**config.mk**
```make
export PLATFORM = sky130hd
export DESIGN_NAME = uart_packet_decoder_flat
export DESIGN_NICKNAME = d
export VERILOG_FILES = /design/src/rtl/uart_packet_decoder_if.sv /design/src/rtl/uart_packet_decoder.sv /design/src/flat_wrapper.sv
export SDC_FILE = /design/constraint.sdc
export NUM_CORES = 1
export LEC_CHECK = 0
export ABC_AREA = 1
export CAP_MARGIN = 20
export CORE_MARGIN = 1
export CORE_UTILIZATION = 55
export DETAILED_ROUTE_END_ITERATION = 12
export GPL_TIMING_DRIVEN = 0
export PLACE_DENSITY = 0.84
export SLEW_MARGIN = 20
export SYNTH_ARGS = -nofsm -noshare
export SYNTH_HDL_FRONTEND = slang
export SYNTH_SLANG_ARGS = --single-unit
```
**constraint.sdc**
```tcl
create_clock -name clk_in -period 6.95 [get_ports clk_in]
set_input_delay 0.695 -clock clk_in [delete_from_list [all_inputs] [get_ports clk_in]]
set_output_delay 0.695 -clock clk_in [all_outputs]
set_load 0.05 [all_outputs]
```
**src/rtl/uart_packet_decoder_if.sv**
```systemverilog
// Bus bundle between the UART packet decoder and its byte source and memory ports.
// Latency: none, this is a plain signal bundle.
// Backpressure: the write and read request channels use valid/ready. The byte strobe has no backpressure.
// Ports: rx_* carries the received byte stream, wr_* is the word write request and rd_* is the read-burst request.
// busy_out and err_* report parser status.
// master = decoder side, slave = environment (UART receiver, memory, readback engine).
interface uart_packet_decoder_if #(
    parameter int ADDR_BYTES = 2,
    parameter int WORD_BYTES = 8,
    parameter int BURST_LEN  = 32
);
    localparam int ADDR_W = 8 * ADDR_BYTES;
    localparam int DATA_W = 8 * WORD_BYTES;
    localparam int LEN_W  = $clog2(BURST_LEN + 1);

    logic              rx_valid_in;
    logic [7:0]        rx_byte_in;
    logic              wr_valid_out;
    logic              wr_ready_in;
    logic [ADDR_W-1:0] wr_addr_out;
    logic [DATA_W-1:0] wr_data_out;
    logic              rd_valid_out;
    logic              rd_ready_in;
    logic [ADDR_W-1:0] rd_addr_out;
    logic [LEN_W-1:0]  rd_len_out;
    logic              busy_out;
    logic              err_out;
    logic [1:0]        err_code_out;

    modport master (
        input  rx_valid_in, rx_byte_in, wr_ready_in, rd_ready_in,
        output wr_valid_out, wr_addr_out, wr_data_out,
        output rd_valid_out, rd_addr_out, rd_len_out,
        output busy_out, err_out, err_code_out
    );

    modport slave (
        output rx_valid_in, rx_byte_in, wr_ready_in, rd_ready_in,
        input  wr_valid_out, wr_addr_out, wr_data_out,
        input  rd_valid_out, rd_addr_out, rd_len_out,
        input  busy_out, err_out, err_code_out
    );
endinterface

```
**src/rtl/uart_packet_decoder.sv**
```systemverilog
// Frames UART bytes into opcode/address/[checksum]/payload packets and issues word writes or read-burst requests.
// Latency: a write word or read request is presented 1 cycle after the strobe of its completing byte.
// Backpressure: there is a one-entry write holding register. A word that completes while it is full and not
// being accepted is dropped with err code 2. A read request holds until it is accepted.
// Ports: clk_in/rst_in (async, active-high) plus bus (uart_packet_decoder_if.master).
// Optional UART_PKT_CHECKSUM_EN adds a header XOR checksum byte, CHK and DISCARD states and err code 3.
module uart_packet_decoder #(
    parameter int ADDR_BYTES     = 2,
    parameter int WORD_BYTES     = 8,
    parameter int BURST_LEN      = 32,
    parameter int TIMEOUT_CYCLES = 100000
) (
    input  logic                   clk_in,
    input  logic                   rst_in,
    uart_packet_decoder_if.master  bus
);
    localparam int ADDR_W = 8 * ADDR_BYTES;
    localparam int DATA_W = 8 * WORD_BYTES;
    localparam int LEN_W  = $clog2(BURST_LEN + 1);
    localparam int AC_W   = (ADDR_BYTES > 1) ? $clog2(ADDR_BYTES) : 1;
    localparam int WB_W   = (WORD_BYTES > 1) ? $clog2(WORD_BYTES) : 1;
    localparam int BL_W   = (BURST_LEN  > 1) ? $clog2(BURST_LEN)  : 1;
    localparam int TO_W   = $clog2(TIMEOUT_CYCLES);

    localparam logic [2:0] IDLE    = 3'd0;
    localparam logic [2:0] ADDR    = 3'd1;
    localparam logic [2:0] PAYLOAD = 3'd3;
    localparam logic [2:0] RD_REQ  = 3'd4;
`ifdef UART_PKT_CHECKSUM_EN
    localparam logic [2:0] CHK     = 3'd2;
    localparam logic [2:0] DISCARD = 3'd5;
`endif

    logic [2:0]        state;
    logic [AC_W-1:0]   addr_cnt;
    logic [WB_W-1:0]   byte_cnt;
    logic [BL_W-1:0]   word_idx;
    logic [ADDR_W-1:0] base_addr;
    logic [DATA_W-1:0] word_buf;
    logic              is_read;
    logic              wr_valid;
    logic [ADDR_W-1:0] wr_addr;
    logic [DATA_W-1:0] wr_data;
    logic              err;
    logic [1:0]        err_code;
    logic [TO_W-1:0]   tmo_cnt;
`ifdef UART_PKT_CHECKSUM_EN
    logic [7:0]        chk_acc;
`endif

    logic [ADDR_W-1:0] addr_next;
    logic [DATA_W-1:0] word_next;
    logic              addr_last;
    logic              word_done;
    logic              burst_done;
    logic              tmo_active;
    logic              tmo_expire;

    // The incoming byte merged into the partially assembled address or word.
    always_comb begin
        addr_next = base_addr;
        addr_next[8*addr_cnt +: 8] = bus.rx_byte_in;
        word_next = word_buf;
        word_next[8*byte_cnt +: 8] = bus.rx_byte_in;
    end

    assign addr_last  = (addr_cnt == AC_W'(ADDR_BYTES - 1));
    assign word_done  = (byte_cnt == WB_W'(WORD_BYTES - 1));
    assign burst_done = (word_idx == BL_W'(BURST_LEN - 1));
`ifdef UART_PKT_CHECKSUM_EN
    assign tmo_active = (state == ADDR) || (state == CHK) || (state == PAYLOAD) || (state == DISCARD);
`else
    assign tmo_active = (state == ADDR) || (state == PAYLOAD);
`endif
    // The expiry fires on the TIMEOUT_CYCLES-th idle edge after the last byte. A byte arriving on that edge wins.
    assign tmo_expire = tmo_active && !bus.rx_valid_in && (tmo_cnt == TO_W'(TIMEOUT_CYCLES - 1));

    always_ff @(posedge clk_in or posedge rst_in) begin
        if (rst_in) begin
            state     <= IDLE;
            addr_cnt  <= '0;
            byte_cnt  <= '0;
            word_idx  <= '0;
            base_addr <= '0;
            word_buf  <= '0;
            is_read   <= 1'b0;
            wr_valid  <= 1'b0;
            wr_addr   <= '0;
            wr_data   <= '0;
            err       <= 1'b0;
            err_code  <= 2'd0;
            tmo_cnt   <= '0;
`ifdef UART_PKT_CHECKSUM_EN
            chk_acc   <= '0;
`endif
        end else begin
            err <= 1'b0;
            // A word load later in this block overrides this clear, which gives accept-plus-reload in one cycle.
            if (wr_valid && bus.wr_ready_in)
                wr_valid <= 1'b0;

            if (bus.rx_valid_in || !tmo_active)
                tmo_cnt <= '0;
            else
                tmo_cnt <= tmo_cnt + 1'b1;

            case (state)
                IDLE: begin
                    addr_cnt <= '0;
                    byte_cnt <= '0;
                    word_idx <= '0;
                    if (bus.rx_valid_in) begin
                        if (bus.rx_byte_in[7:1] == 7'd0) begin
                            is_read <= bus.rx_byte_in[0];
                            state   <= ADDR;
`ifdef UART_PKT_CHECKSUM_EN
                            chk_acc <= bus.rx_byte_in;
`endif
                        end else begin
                            err      <= 1'b1;
                            err_code <= 2'd0;
                        end
                    end
                end
                ADDR: if (bus.rx_valid_in) begin
                    base_addr <= addr_next;
`ifdef UART_PKT_CHECKSUM_EN
                    chk_acc   <= chk_acc ^ bus.rx_byte_in;
`endif
                    if (addr_last) begin
`ifdef UART_PKT_CHECKSUM_EN
                        state <= CHK;
`else
                        state <= is_read ? RD_REQ : PAYLOAD;
`endif
                    end else begin
                        addr_cnt <= addr_cnt + 1'b1;
                    end
                end
`ifdef UART_PKT_CHECKSUM_EN
                CHK: if (bus.rx_valid_in) begin
                    if (bus.rx_byte_in == chk_acc) begin
                        state <= is_read ? RD_REQ : PAYLOAD;
                    end else begin
                        err      <= 1'b1;
                        err_code <= 2'd3;
                        state    <= is_read ? IDLE : DISCARD;
                    end
                end
                // The same byte/word counting as PAYLOAD is used, but nothing is written.
                DISCARD: if (bus.rx_valid_in) begin
                    if (word_done) begin
                        byte_cnt <= '0;
                        if (burst_done)
                            state <= IDLE;
                        else
                            word_idx <= word_idx + 1'b1;
                    end else begin
                        byte_cnt <= byte_cnt + 1'b1;
                    end
                end
`endif
                PAYLOAD: if (bus.rx_valid_in) begin
                    word_buf <= word_next;
                    if (word_done) begin
                        byte_cnt <= '0;
                        if (!wr_valid || bus.wr_ready_in) begin
                            wr_valid <= 1'b1;
                            wr_data  <= word_next;
                            wr_addr  <= base_addr + ADDR_W'(word_idx);
                        end else begin
                            // The holding register is still occupied, so this word is lost.
                            // The index still advances so later words keep their addresses.
                            err      <= 1'b1;
                            err_code <= 2'd2;
                        end
                        if (burst_done)
                            state <= IDLE;
                        else
                            word_idx <= word_idx + 1'b1;
                    end else begin
                        byte_cnt <= byte_cnt + 1'b1;
                    end
                end
                RD_REQ: if (bus.rd_ready_in) state <= IDLE;
                default: state <= IDLE;
            endcase

            if (tmo_expire) begin
                state    <= IDLE;
                err      <= 1'b1;
                err_code <= 2'd1;
            end
        end
    end

    assign bus.wr_valid_out = wr_valid;
    assign bus.wr_addr_out  = wr_addr;
    assign bus.wr_data_out  = wr_data;
    assign bus.rd_valid_out = (state == RD_REQ);
    assign bus.rd_addr_out  = base_addr;
    assign bus.rd_len_out   = LEN_W'(BURST_LEN);
    assign bus.busy_out     = (state != IDLE) || wr_valid;
    assign bus.err_out      = err;
    assign bus.err_code_out = err_code;
endmodule

```
**src/flat_wrapper.sv**
```systemverilog
// flat-port wrapper written by rule: the top's interface ports become plain ports
module uart_packet_decoder_flat 
#(
    parameter int ADDR_BYTES     = 2,
    parameter int WORD_BYTES     = 8,
    parameter int BURST_LEN      = 32,
    parameter int TIMEOUT_CYCLES = 100000
)
  (clk_in, rst_in, bus_rx_valid_in, bus_rx_byte_in, bus_wr_ready_in, bus_rd_ready_in, bus_wr_valid_out, bus_wr_addr_out, bus_wr_data_out, bus_rd_valid_out, bus_rd_addr_out, bus_rd_len_out, bus_busy_out, bus_err_out, bus_err_code_out);
  uart_packet_decoder_if #(.ADDR_BYTES(ADDR_BYTES), .WORD_BYTES(WORD_BYTES), .BURST_LEN(BURST_LEN)) bus_i ();
  input  logic clk_in;
  input  logic rst_in;
  input wire logic [$bits(bus_i.rx_valid_in)-1:0] bus_rx_valid_in;
  input wire logic [$bits(bus_i.rx_byte_in)-1:0] bus_rx_byte_in;
  input wire logic [$bits(bus_i.wr_ready_in)-1:0] bus_wr_ready_in;
  input wire logic [$bits(bus_i.rd_ready_in)-1:0] bus_rd_ready_in;
  output wire logic [$bits(bus_i.wr_valid_out)-1:0] bus_wr_valid_out;
  output wire logic [$bits(bus_i.wr_addr_out)-1:0] bus_wr_addr_out;
  output wire logic [$bits(bus_i.wr_data_out)-1:0] bus_wr_data_out;
  output wire logic [$bits(bus_i.rd_valid_out)-1:0] bus_rd_valid_out;
  output wire logic [$bits(bus_i.rd_addr_out)-1:0] bus_rd_addr_out;
  output wire logic [$bits(bus_i.rd_len_out)-1:0] bus_rd_len_out;
  output wire logic [$bits(bus_i.busy_out)-1:0] bus_busy_out;
  output wire logic [$bits(bus_i.err_out)-1:0] bus_err_out;
  output wire logic [$bits(bus_i.err_code_out)-1:0] bus_err_code_out;
  assign bus_i.rx_valid_in = bus_rx_valid_in;
  assign bus_i.rx_byte_in = bus_rx_byte_in;
  assign bus_i.wr_ready_in = bus_wr_ready_in;
  assign bus_i.rd_ready_in = bus_rd_ready_in;
  assign bus_wr_valid_out = bus_i.wr_valid_out;
  assign bus_wr_addr_out = bus_i.wr_addr_out;
  assign bus_wr_data_out = bus_i.wr_data_out;
  assign bus_rd_valid_out = bus_i.rd_valid_out;
  assign bus_rd_addr_out = bus_i.rd_addr_out;
  assign bus_rd_len_out = bus_i.rd_len_out;
  assign bus_busy_out = bus_i.busy_out;
  assign bus_err_out = bus_i.err_out;
  assign bus_err_code_out = bus_i.err_code_out;
  uart_packet_decoder #(.ADDR_BYTES(ADDR_BYTES), .WORD_BYTES(WORD_BYTES), .BURST_LEN(BURST_LEN), .TIMEOUT_CYCLES(TIMEOUT_CYCLES)) u_core (.clk_in(clk_in), .rst_in(rst_in), .bus(bus_i));
endmodule
```
==> results of run 1 <==
metal layers:
metal	share of wire	up-vias	routed length, um
met3	0.077	54	1840
li1	-	3857	-
met2	0.47	378	11200
met1	0.43	3876	10200
met4	0.025	0	608
met5	0	-	0
kinds of logic after synthesis:
family          count (synthesis)  share of synthesized area
simple gates                  503                      0.227
compound gates                241                      0.140
flops                         194                      0.539
buf+inv                       147                     0.0666
fa+ha+maj                      13                     0.0189
xor+xnor                        9                    0.00875
other cells                     2                   0.000833
registers in the layout, summed over array words and instances, names as in the netlist:
| register | count |
|---|---|
| u_core.bus.wr_valid_out | 1 |
| u_core.is_read | 1 |
| u_core.word_buf | 64 |
| u_core.state | 3 |
| u_core.bus.err_out | 1 |
| u_core.bus.wr_addr_out | 16 |
| u_core.byte_cnt | 3 |
| u_core.bus.rd_addr_out | 16 |
| u_core.tmo_cnt | 17 |
| u_core.addr_cnt | 1 |
| u_core.bus.err_code_out | 2 |
| u_core.bus.wr_data_out | 64 |
| u_core.word_idx | 5 |
worst max-delay path, stage by stage (launching register included):
cell and delay (ns):
dfrtp_1 0.38, buf_4 0.17, inv_2 0.07, clkbuf_1 0.35, ha_1 0.23, ha_1 0.12
buf_2 0.20, inv_1 0.13, nor3_1 0.52, clkbuf_1 0.35, o21ai_0 0.16, o21ai_0 0.18
o21ai_0 0.14
worst paths after layout:
path / cells after the start / startpoint / slack, ns / endpoint
setup / recovery: 12 / u_core.byte_cnt[0] / 3.81 / u_core.word_buf[32]
hold / removal: 2 / u_core.word_buf[5] / 0.48 / u_core.word_buf[5]
setup reg to reg: 12 / u_core.byte_cnt[0] / 3.81 / u_core.word_buf[32]
hold reg to reg: 2 / u_core.word_buf[5] / 0.48 / u_core.word_buf[5]
max in group asynchronous: 3 / rst_in / 5.28 / u_core.tmo_cnt[8]
min in group asynchronous: 2 / rst_in / 0.79 / u_core.word_buf[17]
cell usage in the layout, fill, tap and decap left out, types with 8 or more instances in the layout:
master,count
nor2_1,74
o21ai_0,177
o22ai_1,8
clkbuf_16,17
clkbuf_1,32
nand3_1,53
dfrtp_1,194
inv_1,89
a21oi_1,14
o21ai_1,21
clkdlybuf4s50_1,114
nor3_1,12
ha_1,12
a31oi_1,11
o21a_1,8
nand2_1,346
buf_2,12
final cells by class:
class	instances	area, um2	share of cell area
inverters	96	368	0.0331
repair buffers	115	1170	0.105
flip-flops and latches	194	4850	0.437
clock inverters	14	198	0.0178
well taps	216	270	0.0243
plain buffers	51	240	0.0216
multi-input cells	772	3570	0.322
clock buffers	18	429	0.0387
through the flow:
step,setup TNS [ns],utilization,std cells,setup WS [ns]
2_1_floorplan,0,-,1113,0.971
3_3_place_gp,-270.02,0.655,1443,-1.40
3_5_place_dp,0,0.657,1444,3.93
4_1_cts,0,0.696,1476,3.87
5_1_grt,0,0.696,1476,3.50
6_report,0,0.696,1476,3.81
synth_stat cells:
master and n:
or2_2 3, buf_6 1, nand3b_1 4, ha_1 12, dfrtp_1 194, a211oi_1 1, xnor2_1 4, a31oi_1 11
nand2_1 346, clkinv_1 1, xor2_1 5, nand4_1 5, inv_1 90, inv_2 5, fa_1 1, buf_4 7
nand3_1 53, o21ai_1 21, nor4_1 2, o22ai_1 8, nor2_1 74, nor3_4 1, nor2_4 1, o21a_1 8
conb_1 2, o21ai_0 177, clkbuf_1 31, o211a_1 1, a21oi_1 14, buf_2 12, nor3_2 2, nor3_1 12
power groups by stage:
| stage | Sequential, W | Clock, W | Combinational (W) |
|---|---|---|---|
| 6_report | 0.00140 | 0.00105 | 0.00114 |
| 5_1_grt | 0.00141 | 0.00110 | 0.00125 |
| 4_1_cts | 0.00140 | 0.00105 | 0.00113 |
| 3_5_place_dp | 0.00141 | 0 | 0.00111 |
| 3_3_place_gp | 0.00141 | 0 | 0.00109 |
| 2_1_floorplan | 0.00158 | 0 | 0.000597 |
==> flow_summary_export.csv, run 1 <==
group,metric,value,unit
status,status,"finished, final reports clean",
final_layout,n_antenna_cell,0,
timing,fin_worst_skew,0.0124,ns
global_route,use_met2,0.478,
route,wl,23900,um
clock_network,cts_max_level,4,
synthesis,ys_warn_count,0,
power,swShare,0.383,
power,comb_power_share,0.318,
synthesis,synth_top_area_frac,0.539,
floorplan,coreArea,15900,um2
synthesis,avgSynthCellArea,8.13,um2
job,cap_violations,0,
route,vias,8165,
power,leakagePower,5.11,nW
floorplan,dieArea,16900,um2
route,drtAntennaViolNets,0,
global_route,grt_pass1_vias,7657,
setup_path,path_max_fanout,10,
floorplan,start_util,0.565,
power,p_total,0.00359,W
synthesis,yosysUniqueCellTypes,32,
power,internal-power,0.00221,W
setup_path,start_kind,"flip-flop",
placed_design,place.gp.congestion,0.928,
clock_network,clock_path_buffers,2,
floorplan,rows,46,
worst_hold_path,hold_class,"reg2reg",
timing,fmax,0.318,GHz
global_route,grt_max_degree,104,
timing,slew_headroom,0.484,
timing,period_minus_slack,3.14,ns
floorplan,fp.dieH,130,um
power,power_density,323,nW/um2
route,drt_iter0_drc,973,
global_route,antenna_found_initial,0,
global_route,overflow,0,
final_layout,synthToLayoutAreaGrowth,23.2,%
floorplan,ios,121,
final_layout,final_area,11100,um2
timing,hold_violations,0,
route,drtPass1Iterations,6,
synthesis,synth_area_leaders,"dfrtp_1 54%, nand2_1 14%, o21ai_0 9.8%",
clock_network,post_cts_resized,0,
final_layout,fillers,1281,
placed_design,dp_hpwl,16900,um
power,p_seq_frac,0.390,
timing,maxSlewViolCount,0,
floorplan,die_x,130,um
global_route,busiest_layer,"met2",
timing,final-setup-viol-count,0,
synthesis,ys_seq_area_frac,0.539,
synthesis,syn_area,9010,um2
route,drc,0,
clock_network,clkSinkCount,194,
synthesis,synth-seq-cells,194,
setup_path,cp_data_required_time,7.26,ns
setup_path,cp.arrival,3.45,ns
placed_design,numPortBuffers,114,
power,clockPowerShare,0.293,
clock_network,ctsHoldBuffers,0,
global_route,grt_pass1_wl,38800,um
synthesis,synth_top_area_cell,"dfrtp_1",
timing,holdWs,0.481,ns
setup_path,path_class,"reg2reg",
global_route,met3_usage,0.0545,
clock_network,cts_tree,"done",
placed_design,post_dp_cell_area,10500,um2
timing,rsz0062_at_grt,"false",
clock_network,root_buffer,"clkbuf_16",
timing,period_share,0.452,
clock_network,cts_made_buffers,17,
final_layout,layout-drive-gt1-share,0.0516,
clock_network,insertion_delay,0.45,ns
power,peakVddDrop,0.196,mV
timing,worst_pin_slew,0.768,ns
route,wl_per_cell,16.2,um
final_layout,fin_nets,1273,
setup_path,end_kind,"flip-flop",
global_route,grtUsageMet1,0.417,
synthesis,synth_cells,1109,
global_route,grt_use_total,0.303,
power,p_sw,0.00137,W
clock_network,path_clk_slew,0.07,ns
clock_network,postCtsSetupBuffers,0,
route,vias_per_cell,5.53,
Power figures use the tool's default switching activity.
==> run 2: changes to the inputs <==
--- a/config.mk
+++ b/config.mk
@@ -8,10 +8,10 @@
 export ABC_AREA = 1
 export CAP_MARGIN = 20
 export CORE_MARGIN = 1
-export CORE_UTILIZATION = 55
+export CORE_UTILIZATION = 50
 export DETAILED_ROUTE_END_ITERATION = 12
 export GPL_TIMING_DRIVEN = 0
-export PLACE_DENSITY = 0.84
+export PLACE_DENSITY = 0.81
 export SLEW_MARGIN = 20
 export SYNTH_ARGS = -nofsm -noshare
 export SYNTH_HDL_FRONTEND = slang
==> constraint.sdc (replaced) <==
create_clock -name clk_in -period 2.7 [get_ports clk_in]
set_input_delay 0.27 -clock clk_in [delete_from_list [all_inputs] [get_ports clk_in]]
set_output_delay 0.27 -clock clk_in [all_outputs]
set_load 0.05 [all_outputs]
==> run 2 against run 1 <==
Against the previous run:
- critical endpoint is now u_core.bus.wr_data_out[48]
- sequential share of layout area is 0.81 points lower
- sequential cell count is the same
- count of clock-buffer cells in the layout is 3 higher
- clock power rose by 140%
==> flow_summary_export.csv, run 2 (same netlist as run 1, synthesis figures left out) <==
group,metric,value,unit
floorplan,ios,121,
placed_design,post_dp_cell_area,10600,um2
clock_network,cts_tree,"done",
timing,holdWs,0.243,ns
setup_path,crit_family,"buffers and inverters",
final_layout,final_area,11300,um2
power,leakagePower,5.18,nW
setup_path,ff2ff_path_depth,12,
setup_path,path_max_fanout,10,
timing,fmax,0.387,GHz
timing,final-setup-viol-count,0,
timing,period_share,0.956,
final_layout,n_antenna_cell,0,
global_route,grt_use_total,0.278,
setup_path,path_class,"reg2reg",
power,power_density,815,nW/um2
setup_path,crit_cells,12,
setup_path,cp_data_required_time,3.01,ns
setup_path,start_kind,"flip-flop",
floorplan,die_x,136,um
timing,finalSetupTns,0,ns
route,vias,8204,
worst_hold_path,hold_class,"in2async",
clock_network,path_clk_slew,0.07,ns
final_layout,utilization,0.647,
route,wl_per_cell,16.4,um
global_route,grt_pass1_vias,7741,
route,drc,0,
clock_network,clock_path_buffers,2,
setup_path,crit_path_max_incr_delay,0.36,ns
status,status,"finished, final reports clean",
final_layout,layout-drive-gt1-share,0.0740,
job,cap_violations,0,
final_layout,synthToLayoutAreaGrowth,25.5,%
setup_path,slowest_stage,"dfrtp_1",
global_route,overflow,0,
setup_path,path_cells,"buf_6 -> inv_2 -> buf_4 -> ha_1 -> ha_1 -> clkinv_2 -> nand3_2 -> nor2_2 -> nand2_2 -> clkbuf_4 -> o21ai_0 -> o21ai_0",
clock_network,insertion_delay,0.45,ns
clock_network,root_buffer,"clkbuf_16",
placed_design,place.gp.congestion,0.923,
timing,worst_pin_slew,0.834,ns
floorplan,dieArea,18600,um2
final_layout,final_common_cell,"nand2_1",
floorplan,coreArea,17500,um2
global_route,grt_max_degree,37,
timing,maxSlewViolCount,0,
timing,period_minus_slack,2.58,ns
floorplan,rows,48,
floorplan,fp.dieH,136,um
final_layout,fin_nets,1284,
route,drtAntennaViolNets,0,
power,peakVddDrop,0.558,mV
final_layout,fillers,1416,
placed_design,numPortBuffers,114,
clock_network,cts_max_level,4,
route,drtPass1Iterations,6,
final_layout,mostFrequentLayoutCells,"343 x nand2_1, 194 x dfrtp_1, 149 x o21ai_0",
timing,fin_worst_skew,0.0106,ns
global_route,antenna_found_initial,0,
clock_network,cts_made_buffers,17,
route,drt_iter0_drc,968,
timing,hold_violations,0,
global_route,grt_pass1_wl,39200,um
setup_path,cp_num_buf_inv,5,
setup_path,cp.arrival,2.89,ns
timing,slew_headroom,0.440,
clock_network,clkSinkCount,194,
route,wl,24600,um
placed_design,dp_hpwl,17700,um
clock_network,ctsHoldBuffers,0,
floorplan,start_util,0.516,
setup_path,end_kind,"flip-flop",
route,vias_per_cell,5.49,
run 2: cell types whose count changed in the layout (fill, tap and decap cells not counted), moves of 4 or more:
cell,before,now
buf_6,1,5
clkinvlp_4,2,6
o21ai_1,21,48
buf_12,0,4
o21ai_0,177,149
clkbuf_1,32,26
buf_4,7,13
run 2: worst register-to-register path: stages (launching register included):
cell and delay (ns):
dfrtp_1 0.36, buf_6 0.14, inv_2 0.07, buf_4 0.18
ha_1 0.21, ha_1 0.26, clkinv_2 0.15, nand3_2 0.14
nor2_2 0.18, nand2_2 0.15, clkbuf_4 0.22, o21ai_0 0.25
o21ai_0 0.13
run 2: cell type report:
type,instances,area (um2),area share
plain buffers,51,280,0.0248
multi-input cells,772,3630,0.321
inverters,96,369,0.0326
clock inverters,10,100,0.00885
well taps,225,282,0.0249
clock buffers,21,470,0.0416
repair buffers,126,1320,0.117
flip-flops and latches,194,4850,0.429
run 2: metrics by stage:
stage | instances | setup slack (ns) | total power (W)
finish | 1495 | 0.119 | 0.00922
global route | 1495 | -0.0154 | 0.00966
CTS | 1490 | -0.0305 | 0.00907
detailed placement | 1458 | -0.369 | 0.00656
global placement | 1452 | -1.58 | 0.00644
floorplan | 1113 | -0.0744 | 0.00562
run 2: layer usage:
metal	routed length [um]	part of all wire	track usage
met1	10600	0.43	0.385
met5	0	0	0
met3	2110	0.086	0.0638
met2	11100	0.45	0.418
met4	701	0.029	0.121
run 2: where the power goes:
part           total, W  leakage (nW)  internal [W]  switching [W]
Sequential      0.00360          2.60       0.00328       0.000321
Combinational   0.00313          2.32      0.000944        0.00219
Clock           0.00249         0.269       0.00135        0.00114
run 2: what timing repair did:
| item | 4_1_cts | 5_1_grt |
|---|---|---|
| gates resized for setup | 7 | 66 |
| pin swaps | 1 | 2 |
| gates cloned | 0 | 0 |
| setup endpoints to repair | 98 | 113 |
| setup buffers | 1 | 5 |
run 2: path summary, 6_finish.rpt:
| path | from | endpoint | slack, ns |
|---|---|---|---|
| setup / recovery | u_core.byte_cnt[0] | u_core.bus.wr_data_out[48] | 0.12 |
| hold / removal | rst_in | u_core.bus.wr_addr_out[3] | 0.24 |
| setup reg to reg | u_core.byte_cnt[0] | u_core.bus.wr_data_out[48] | 0.12 |
| hold reg to reg | u_core.tmo_cnt[0] | u_core.tmo_cnt[0] | 0.47 |
| max in group asynchronous | rst_in | u_core.bus.wr_data_out[57] | 1.68 |
| min in group clk_in | u_core.tmo_cnt[0] | u_core.tmo_cnt[0] | 0.47 |
==> run 3: changes to the inputs <==
--- a/config.mk
+++ b/config.mk
@@ -8,10 +8,10 @@
 export ABC_AREA = 1
 export CAP_MARGIN = 20
 export CORE_MARGIN = 1
-export CORE_UTILIZATION = 50
+export CORE_UTILIZATION = 60
 export DETAILED_ROUTE_END_ITERATION = 12
 export GPL_TIMING_DRIVEN = 0
-export PLACE_DENSITY = 0.81
+export PLACE_DENSITY = 0.9
 export SLEW_MARGIN = 20
 export SYNTH_ARGS = -nofsm -noshare
 export SYNTH_HDL_FRONTEND = slang
==> constraint.sdc (replaced) <==
create_clock -name clk_in -period 3.1 [get_ports clk_in]
set_input_delay 0.31 -clock clk_in [delete_from_list [all_inputs] [get_ports clk_in]]
set_output_delay 0.31 -clock clk_in [all_outputs]
set_load 0.05 [all_outputs]
==> run 3 against run 2 <==
Against the previous run:
- wire length grew 0.19%
- first-iteration DRC count grew 21%
- highest routed layer unchanged
- sequential share of layout area grew 0.54 points
- register-to-register slack gained 0.08 ns
- core utilization grew 12 points
- setup slack gained 0.081 ns
- non-clock buffer count shrank 6
- count of clock-buffer cells in the layout shrank 1
- combinational power shrank 16%
- critical path depth is the same
==> flow_summary_export.csv, run 3 (same netlist as run 1, synthesis figures left out) <==
group,metric,value,unit
status,status,"finished, final reports clean",
timing,maxSlewViolCount,0,
power,power_density,727,nW/um2
final_layout,synthToLayoutAreaGrowth,24.0,%
timing,period_minus_slack,2.90,ns
floorplan,start_util,0.618,
route,vias,8305,
placed_design,dp_cells,1417,
floorplan,die_x,125,um
job,cap_violations,0,
timing,fin_worst_skew,0.00806,ns
final_layout,utilization,0.766,
timing,finalSetupTns,0,ns
timing,period_share,0.935,
setup_path,cp_data_required_time,3.46,ns
route,wl,24600,um
power,peakVddDrop,0.603,mV
clock_network,cts_tree,"done",
clock_network,root_buffer,"clkbuf_16",
power,leakagePower,5.16,nW
setup_path,start_kind,"flip-flop",
timing,rsz0062_at_grt,"false",
timing,worst_pin_slew,0.720,ns
final_layout,fin_nets,1278,
setup_path,cp.arrival,3.26,ns
placed_design,place.gp.congestion,0.940,
setup_path,path_max_fanout,10,
clock_network,clock_path_buffers,2,
global_route,overflow,0,
floorplan,rows,44,
clock_network,postCtsSetupBuffers,0,
route,drt_iter0_drc,1169,
clock_network,cts_made_buffers,17,
clock_network,clkSinkCount,194,
global_route,grt_max_degree,37,
final_layout,final_common_cell,"nand2_1",
final_layout,mostFrequentLayoutCells,"346 x nand2_1, 194 x dfrtp_1, 176 x o21ai_0",
floorplan,dieArea,15500,um2
global_route,antenna_found_initial,0,
timing,final-setup-viol-count,0,
route,wl_per_cell,17.0,um
route,drtAntennaViolNets,0,
route,vias_per_cell,5.74,
timing,hold_violations,0,
placed_design,numPortBuffers,114,
worst_hold_path,hold_class,"in2async",
timing,fmax,0.345,GHz
global_route,grt_pass1_vias,7961,
floorplan,coreArea,14600,um2
floorplan,fp.dieH,125,um
floorplan,ios,121,
global_route,grt_use_total,0.326,
placed_design,dp_hpwl,17400,um
route,drtPass1Iterations,7,
final_layout,n_antenna_cell,0,
final_layout,layoutNonFillerInstCount,1448,
clock_network,cts_max_level,4,
setup_path,end_kind,"flip-flop",
route,drc,0,
global_route,grt_pass1_wl,39700,um
clock_network,insertion_delay,0.45,ns
placed_design,post_dp_cell_area,10500,um2
timing,slew_headroom,0.517,
clock_network,path_clk_slew,0.07,ns
final_layout,final_area,11200,um2
final_layout,layout-drive-gt1-share,0.0562,
setup_path,path_class,"reg2reg",
[run 3: stage by stage]
step	hold slack [ns]	total power, W	setup slack [ns]
after global placement	0.447	0.00559	-1.13
after global routing	0.293	0.00847	0.0405
after detailed placement	0.465	0.00571	0.0676
after floorplan	0.433	0.00489	0.286
final	0.260	0.00812	0.200
after CTS	0.270	0.00806	0.118
[run 3: worst max-delay path: stages (launching register included)]
cell and delay, ns:
dfrtp_1 0.38, buf_4 0.16, inv_2 0.08, clkbuf_2 0.23
ha_1 0.19, ha_1 0.22, clkinv_1 0.24, nand3_1 0.21
nor2_1 0.08, nand2_1 0.22, clkbuf_1 0.34, o21ai_0 0.24
o21ai_0 0.21
[run 3: power by group]
part / internal, W / switching, W
sequential: 0.00286 / 0.000284
combinational: 0.000765 / 0.00186
clock: 0.00138 / 0.000972
[run 3: final cells by class]
class,instances,area [um2]
multi-input cells,772,3580
clock buffers,20,447
clock inverters,11,179
fillers,1013,3420
plain buffers,51,243
well taps,184,230
inverters,96,364
repair buffers,120,1280
flip-flops and latches,194,4850
[run 3: what timing repair did]
| item | CTS | global route |
|---|---|---|
| hold endpoints to repair | 0 | 0 |
| hold buffers | 0 | 0 |
| gates resized for setup | 1 | 4 |
| setup endpoints to repair | 1 | 6 |
| pin swaps | 0 | 0 |
[run 3: metal layers]
metal	vias up	wire, um	GRT usage
met3	90	2280	0.0657
li1	3878	-	-
met4	0	961	0.154
met1	3911	9900	0.436
met5	-	0	0
met2	426	11500	0.512
[run 3: final timing paths]
kind	slack, ns	endpoint	cells past startpoint	from
max	0.20	u_core.word_buf[55]	12	u_core.byte_cnt[0]
min	0.26	u_core.bus.rd_addr_out[5]	2	rst_in
max reg2reg	0.20	u_core.word_buf[55]	12	u_core.byte_cnt[0]
min reg2reg	0.48	u_core.tmo_cnt[0]	1	u_core.tmo_cnt[0]
max in group asynchronous	1.67	u_core.word_buf[29]	6	rst_in
min in group clk_in	0.48	u_core.tmo_cnt[0]	1	u_core.tmo_cnt[0]
==> RTL edit 1: new RTL, settings of run 2 <==
Add a define of `UART_PKT_CHECKSUM_EN`.
--- a/src/rtl/uart_packet_decoder.sv
+++ b/src/rtl/uart_packet_decoder.sv
@@ -4,6 +4,8 @@
 // being accepted is dropped with err code 2. A read request holds until it is accepted.
 // Ports: clk_in/rst_in (async, active-high) plus bus (uart_packet_decoder_if.master).
 // Optional UART_PKT_CHECKSUM_EN adds a header XOR checksum byte, CHK and DISCARD states and err code 3.
+`define UART_PKT_CHECKSUM_EN
+
 module uart_packet_decoder #(
     parameter int ADDR_BYTES     = 2,
     parameter int WORD_BYTES     = 8,
Formal check against the unedited RTL: not equivalent (Yosys sat finds a counterexample within 4 cycles, from zero or initial values and one cycle with rst_in high).
==> RTL edit 1 against run 2 <==
  * Sequential cell count rose by 8
  * Worst hold slack got worse by 0.081 ns
  * Die area up 7.9%
  * Clock power rose by 36%
  * Global-route usage down 1.6 points
  * Sequential share of layout area fell by 1.2 points
  * Final area up 7.2%
  * Synthesized area rose by 8.0%
  * Final cell count increased by 6.4%
  * Total power grew 13%
  * Wire length rose by 4.1%
  * Worst setup slack worse by 0.045 ns
  * Critical path type unchanged
  * Largest cell class unchanged
==> RTL edit 1: results <==
[outcome]
status = completed

[finish]
clock_area_frac = 0.06726
design.seq.count = 202
fin_cells = 1591
seq_area_frac = 0.4168
design.final.nets = 1344
multi_input_gate_share_of_the_layout_cell_area = 0.3346
n_multi_input_combinational_cell = 836
nonClockBufferCount = 176
drive_above_1_share = 0.08640
final.fill_count = 1578
nNonClkInverters = 77
final_area_um2 = 12130
n_clock_buffer = 31

[timing]
fin_skew_ns = 0.009688
finalHoldWorstSlack_ns = 0.1625
maximum_operating_frequency_ghz = 0.3808

[power]
vdd.ir_drop.worst_mv = 0.4755
total_leakage_power_nw = 5.377
total_switching_power_mw = 3.839

[grt]
grt_pass1_wl_um = 41910
grt_use_total = 0.2617
via_count_of_the_first_global_routing_pass = 8336
grt_start_max_net_pins = 36

[clock_tree]
cts-root-to-sink-buffers = 3
numCtsBuffers = 22
cts.htree.levels = 1
clock_latency_ns = 0.51

[logic_synthesis]
synth_top_cells_by_area = sky130_fd_sc_hd__dfrtp_1 52%, sky130_fd_sc_hd__nand2_1 14%, sky130_fd_sc_hd__o21ai_0 5.3%
syn_area_per_cell_um2 = 8.319
synth_cell_type_count = 43
synth_common_cells = 368 x sky130_fd_sc_hd__nand2_1, 202 x sky130_fd_sc_hd__dfrtp_1, 103 x sky130_fd_sc_hd__o21ai_0
synth_sequential_area_ratio = 0.5193

[floorplanning]
tapCellCount = 260

[placed_design]
worst_slack_at_placement_ns = 0.1569
place.detailed.instances = 1549
dpl.hpwl_um = 18330
detailed_place.area_um2 = 11300
gp_congestion = 0.9025

[critical_path]
worstRegToRegCells = 10
crit_path_top_delay_cell = sky130_fd_sc_hd__nor3_2
timing.critical_path.slowest_cell_delay_ns = 0.42
r2r-end = u_core.word_buf[25]$_DFFE_PP0P_
arrival_time_at_the_worst_endpoint_ns = 3.01
rrSetupSlack_ns = 0.07

[detailed_routing]
violation_count_after_the_first_detailed_routing_iteration = 930
routed-via-count = 8798
[RTL edit 1: cell types whose count changed in the layout (fill, tap and decap cells not counted), moves of 9 or more]
cell | before | now
sky130_fd_sc_hd__nand2_1 | 343 | 368
sky130_fd_sc_hd__nand3_1 | 51 | 61
sky130_fd_sc_hd__a31oi_1 | 11 | 2
sky130_fd_sc_hd__o21ai_0 | 149 | 103
sky130_fd_sc_hd__nor2_1 | 71 | 53
sky130_fd_sc_hd__inv_1 | 88 | 68
sky130_fd_sc_hd__o21ai_1 | 48 | 101
sky130_fd_sc_hd__nand4_1 | 5 | 16
[RTL edit 1: power by group through the flow]
stage	clock [mW]	combinational [mW]	sequential, mW
after floorplan	0	1.95	4.17
after global placement	0	3.09	3.80
after detailed placement	0	3.20	3.81
after CTS	3.42	3.24	3.77
after global routing	3.56	3.56	3.82
final	3.39	3.27	3.79
[RTL edit 1: kinds of logic (layout without fill, tap and decap cells)]
| logic type | Yosys count | after routing | synth area share |
|---|---|---|---|
| XOR/XNOR | 14 | 14 | 0.01260 |
| AND/OR/NAND/NOR | 549 | 549 | 0.2424 |
| flip-flops | 202 | 202 | 0.5193 |
| adder cells (fa/ha/maj) | 16 | 16 | 0.02134 |
| buffers and inverters | 136 | 293 | 0.06518 |
| AO/OA/AOI/OAI | 251 | 251 | 0.1383 |
| other | 2 | 6 | 0.0007716 |
[RTL edit 1: timing repair]
item	4_1_cts	5_1_grt
gates resized for setup	0	1
buffers inserted	0	2
endpoints found under the setup margin	0	39
[RTL edit 1: routing by layer]
layer,vias to the layer above,GRT usage,part of all wire
li1,4131,-,-
met1,4183,0.3543,0.43
met2,403,0.4231,0.46
met3,81,0.03712,0.073
met4,0,0.1109,0.037
met5,-,0,0
==> RTL edit 2: new RTL, config.mk and constraints of run 2 <==
Without the edit above. Reset style: synchronous (`rst_in`), changed in one clocked block. Comments in the files are not updated.
--- a/src/rtl/uart_packet_decoder.sv
+++ b/src/rtl/uart_packet_decoder.sv
@@ -75,7 +75,7 @@
     // The expiry fires on the TIMEOUT_CYCLES-th idle edge after the last byte. A byte arriving on that edge wins.
     assign tmo_expire = tmo_active && !bus.rx_valid_in && (tmo_cnt == TO_W'(TIMEOUT_CYCLES - 1));
 
-    always_ff @(posedge clk_in or posedge rst_in) begin
+    always_ff @(posedge clk_in) begin
         if (rst_in) begin
             state     <= IDLE;
             addr_cnt  <= '0;
Function: differs if rst_in is asserted again (counterexample within 4 cycles, from zero or initial values and one cycle with rst_in high); with rst_in held inactive, the same outputs for 4 cycles.
==> RTL edit 2 against run 2 <==
  * Wire length rose by 1.7%
  * Sequential share of layout area down 7.7 points
  * Synthesized area down 0.64%
  * Worst setup slack improved by 0.048 ns
  * Die area down 0.63%
  * Final area fell by 2.5%
  * Sequential cell count unchanged
  * Critical path type unchanged
  * Largest cell class is now multi-input gates
Power is not compared: it rests on default switching activity, and its combinational part moved more than twofold at a synthesized area within 25%.
==> RTL edit 2: results <==
[outcome]
status = completed

[logic_synthesis]
synth_common_cells = 204 x sky130_fd_sc_hd__nor2_1, 197 x sky130_fd_sc_hd__nand2_1, 194 x sky130_fd_sc_hd__dfxtp_1
synth_cell_type_count = 33
synthesis.yosys.warnings = 0
synth-async-reset-ratio = 0
syn_area_per_cell_um2 = 6.957
synth_top_cells_by_area = sky130_fd_sc_hd__dfxtp_1 43%, sky130_fd_sc_hd__o21ai_0 9.9%, sky130_fd_sc_hd__nor2_1 8.6%
synth_sequential_area_ratio = 0.4338

[finish]
fin_cells = 1661
n_antenna_cell = 0
drive_above_1_share = 0.04944
design.final.nets = 1449

[timing]
finalMaxSlewViolations = 0
fin_skew_ns = 0.009192
tightestPinTransition_ns = 0.7326

[hold_path]
timing.hold.worst.class = flip-flop to flip-flop

[clock_tree]
cts.htree.levels = 4
cts-root-to-sink-buffers = 2
cts_setup_buffers = 0
clockRootBuffer = sky130_fd_sc_hd__clkbuf_16
clock_latency_ns = 0.44
numCtsBuffers = 17
worst_setup_hold_path_clk_slew_ns = 0.07

[detailed_routing]
finalWirelength_um = 25010
routed-via-count = 8925
drtPass1Iterations = 6
violation_count_after_the_first_detailed_routing_iteration = 903

[critical_path]
crit_path_top_delay_cell = sky130_fd_sc_hd__dfxtp_1
crit_fanout = 10
timing.critical_path.slowest_cell_delay_ns = 0.36
rrSetupSlack_ns = 0.17
worst_setup_path_startpoint = u_core.byte_cnt[0]$_SDFFE_PP0P_
cpLargestDelayFamily = buffers and inverters
endpoint_kind = flip-flop
r2r-end = u_core.word_buf[37]$_SDFFE_PP0P_

[placed_design]
gp_congestion = 0.8823
place.detailed.instances = 1629
detailed_place.area_um2 = 10380
io_buffer_count = 113
dpl.hpwl_um = 17970

[power]
vdd.ir_drop.worst_mv = 0.5275
cellInternalPower_mw = 4.862
total_leakage_power_nw = 4.850

[grt]
antenna_found_initial = 0
grt_use_total = 0.2775
grt_pass1_wl_um = 40070
grt_start_max_net_pins = 18
via_count_of_the_first_global_routing_pass = 8136
==> RTL edit 2: final cells by class <==
class / instances / area [um^2]
Fill cell: 1545 / 6389
Clock inverter: 13 / 197.7
Tap cell: 225 / 281.5
Clock buffer: 19 / 442.9
Buffer: 70 / 340.3
Timing Repair Buffer: 113 / 1131
Inverter: 169 / 634.4
Sequential cell: 194 / 3884
Multi-Input combinational cell: 858 / 4116
==> RTL edit 2: power groups by stage <==
stage          combinational (mW)  sequential, mW  clock, mW
4_1_cts                      1.02            3.03       2.77
5_1_grt                      1.15            3.05       2.87
6_report                     1.05            3.03       2.75
3_5_place_dp                 1.01            3.09          0
3_3_place_gp                0.993            3.09          0
2_1_floorplan               0.627            3.17          0
==> RTL edit 2: worst min path at each step <==
stage,startpoint,slack [ns],cells after the start,endpoint
floorplan,bus_rx_byte_in[0],0.41,2,u_core.is_read$_SDFFE_PP0P_
global placement,u_core.tmo_cnt[0]$_SDFF_PP0_,0.43,1,u_core.tmo_cnt[0]$_SDFF_PP0_
detailed placement,u_core.tmo_cnt[0]$_SDFF_PP0_,0.44,1,u_core.tmo_cnt[0]$_SDFF_PP0_
CTS,rst_in,0.45,4,u_core.tmo_cnt[5]$_SDFF_PP0_
global route,u_core.tmo_cnt[0]$_SDFF_PP0_,0.48,1,u_core.tmo_cnt[0]$_SDFF_PP0_
finish,u_core.tmo_cnt[0]$_SDFF_PP0_,0.45,1,u_core.tmo_cnt[0]$_SDFF_PP0_
==> RTL edit 2: routing by layer <==
metal | share of wire | routed length [um] | up-vias | track usage
met1 | 0.43 | 10870 | 4095 | 0.3667
met3 | 0.073 | 1836 | 76 | 0.05369
li1 | - | - | 4380 | -
met4 | 0.031 | 780 | 0 | 0.1205
met2 | 0.46 | 11520 | 374 | 0.4393
met5 | 0 | 0 | - | 0
==> RTL edit 2: metrics by stage <==
step / utilization / setup slack [ns]
after floorplan: - / 0.5550
after global placement: 0.5960 / 0.2294
after detailed placement: 0.5960 / 0.1878
after CTS: 0.6328 / 0.1208
after global routing: 0.6332 / -0.01393
final: 0.6332 / 0.1668
==> RTL edit 2: kinds of logic (layout without fill, tap and decap cells) <==
group,after synthesis,after routing,synth area share
buf+inv,239,384,0.1087
simple gates,493,493,0.2261
flops,194,194,0.4338
other cells,2,6,0.0008388
xor+xnor,6,6,0.005870
compound gates,340,340,0.2057
fa+ha+maj,13,13,0.01900
==> RTL edit 2: what timing repair did <==
item,in CTS,in global routing
endpoints found under the setup margin,0,9
gates resized for setup,0,6
hold buffers,0,0
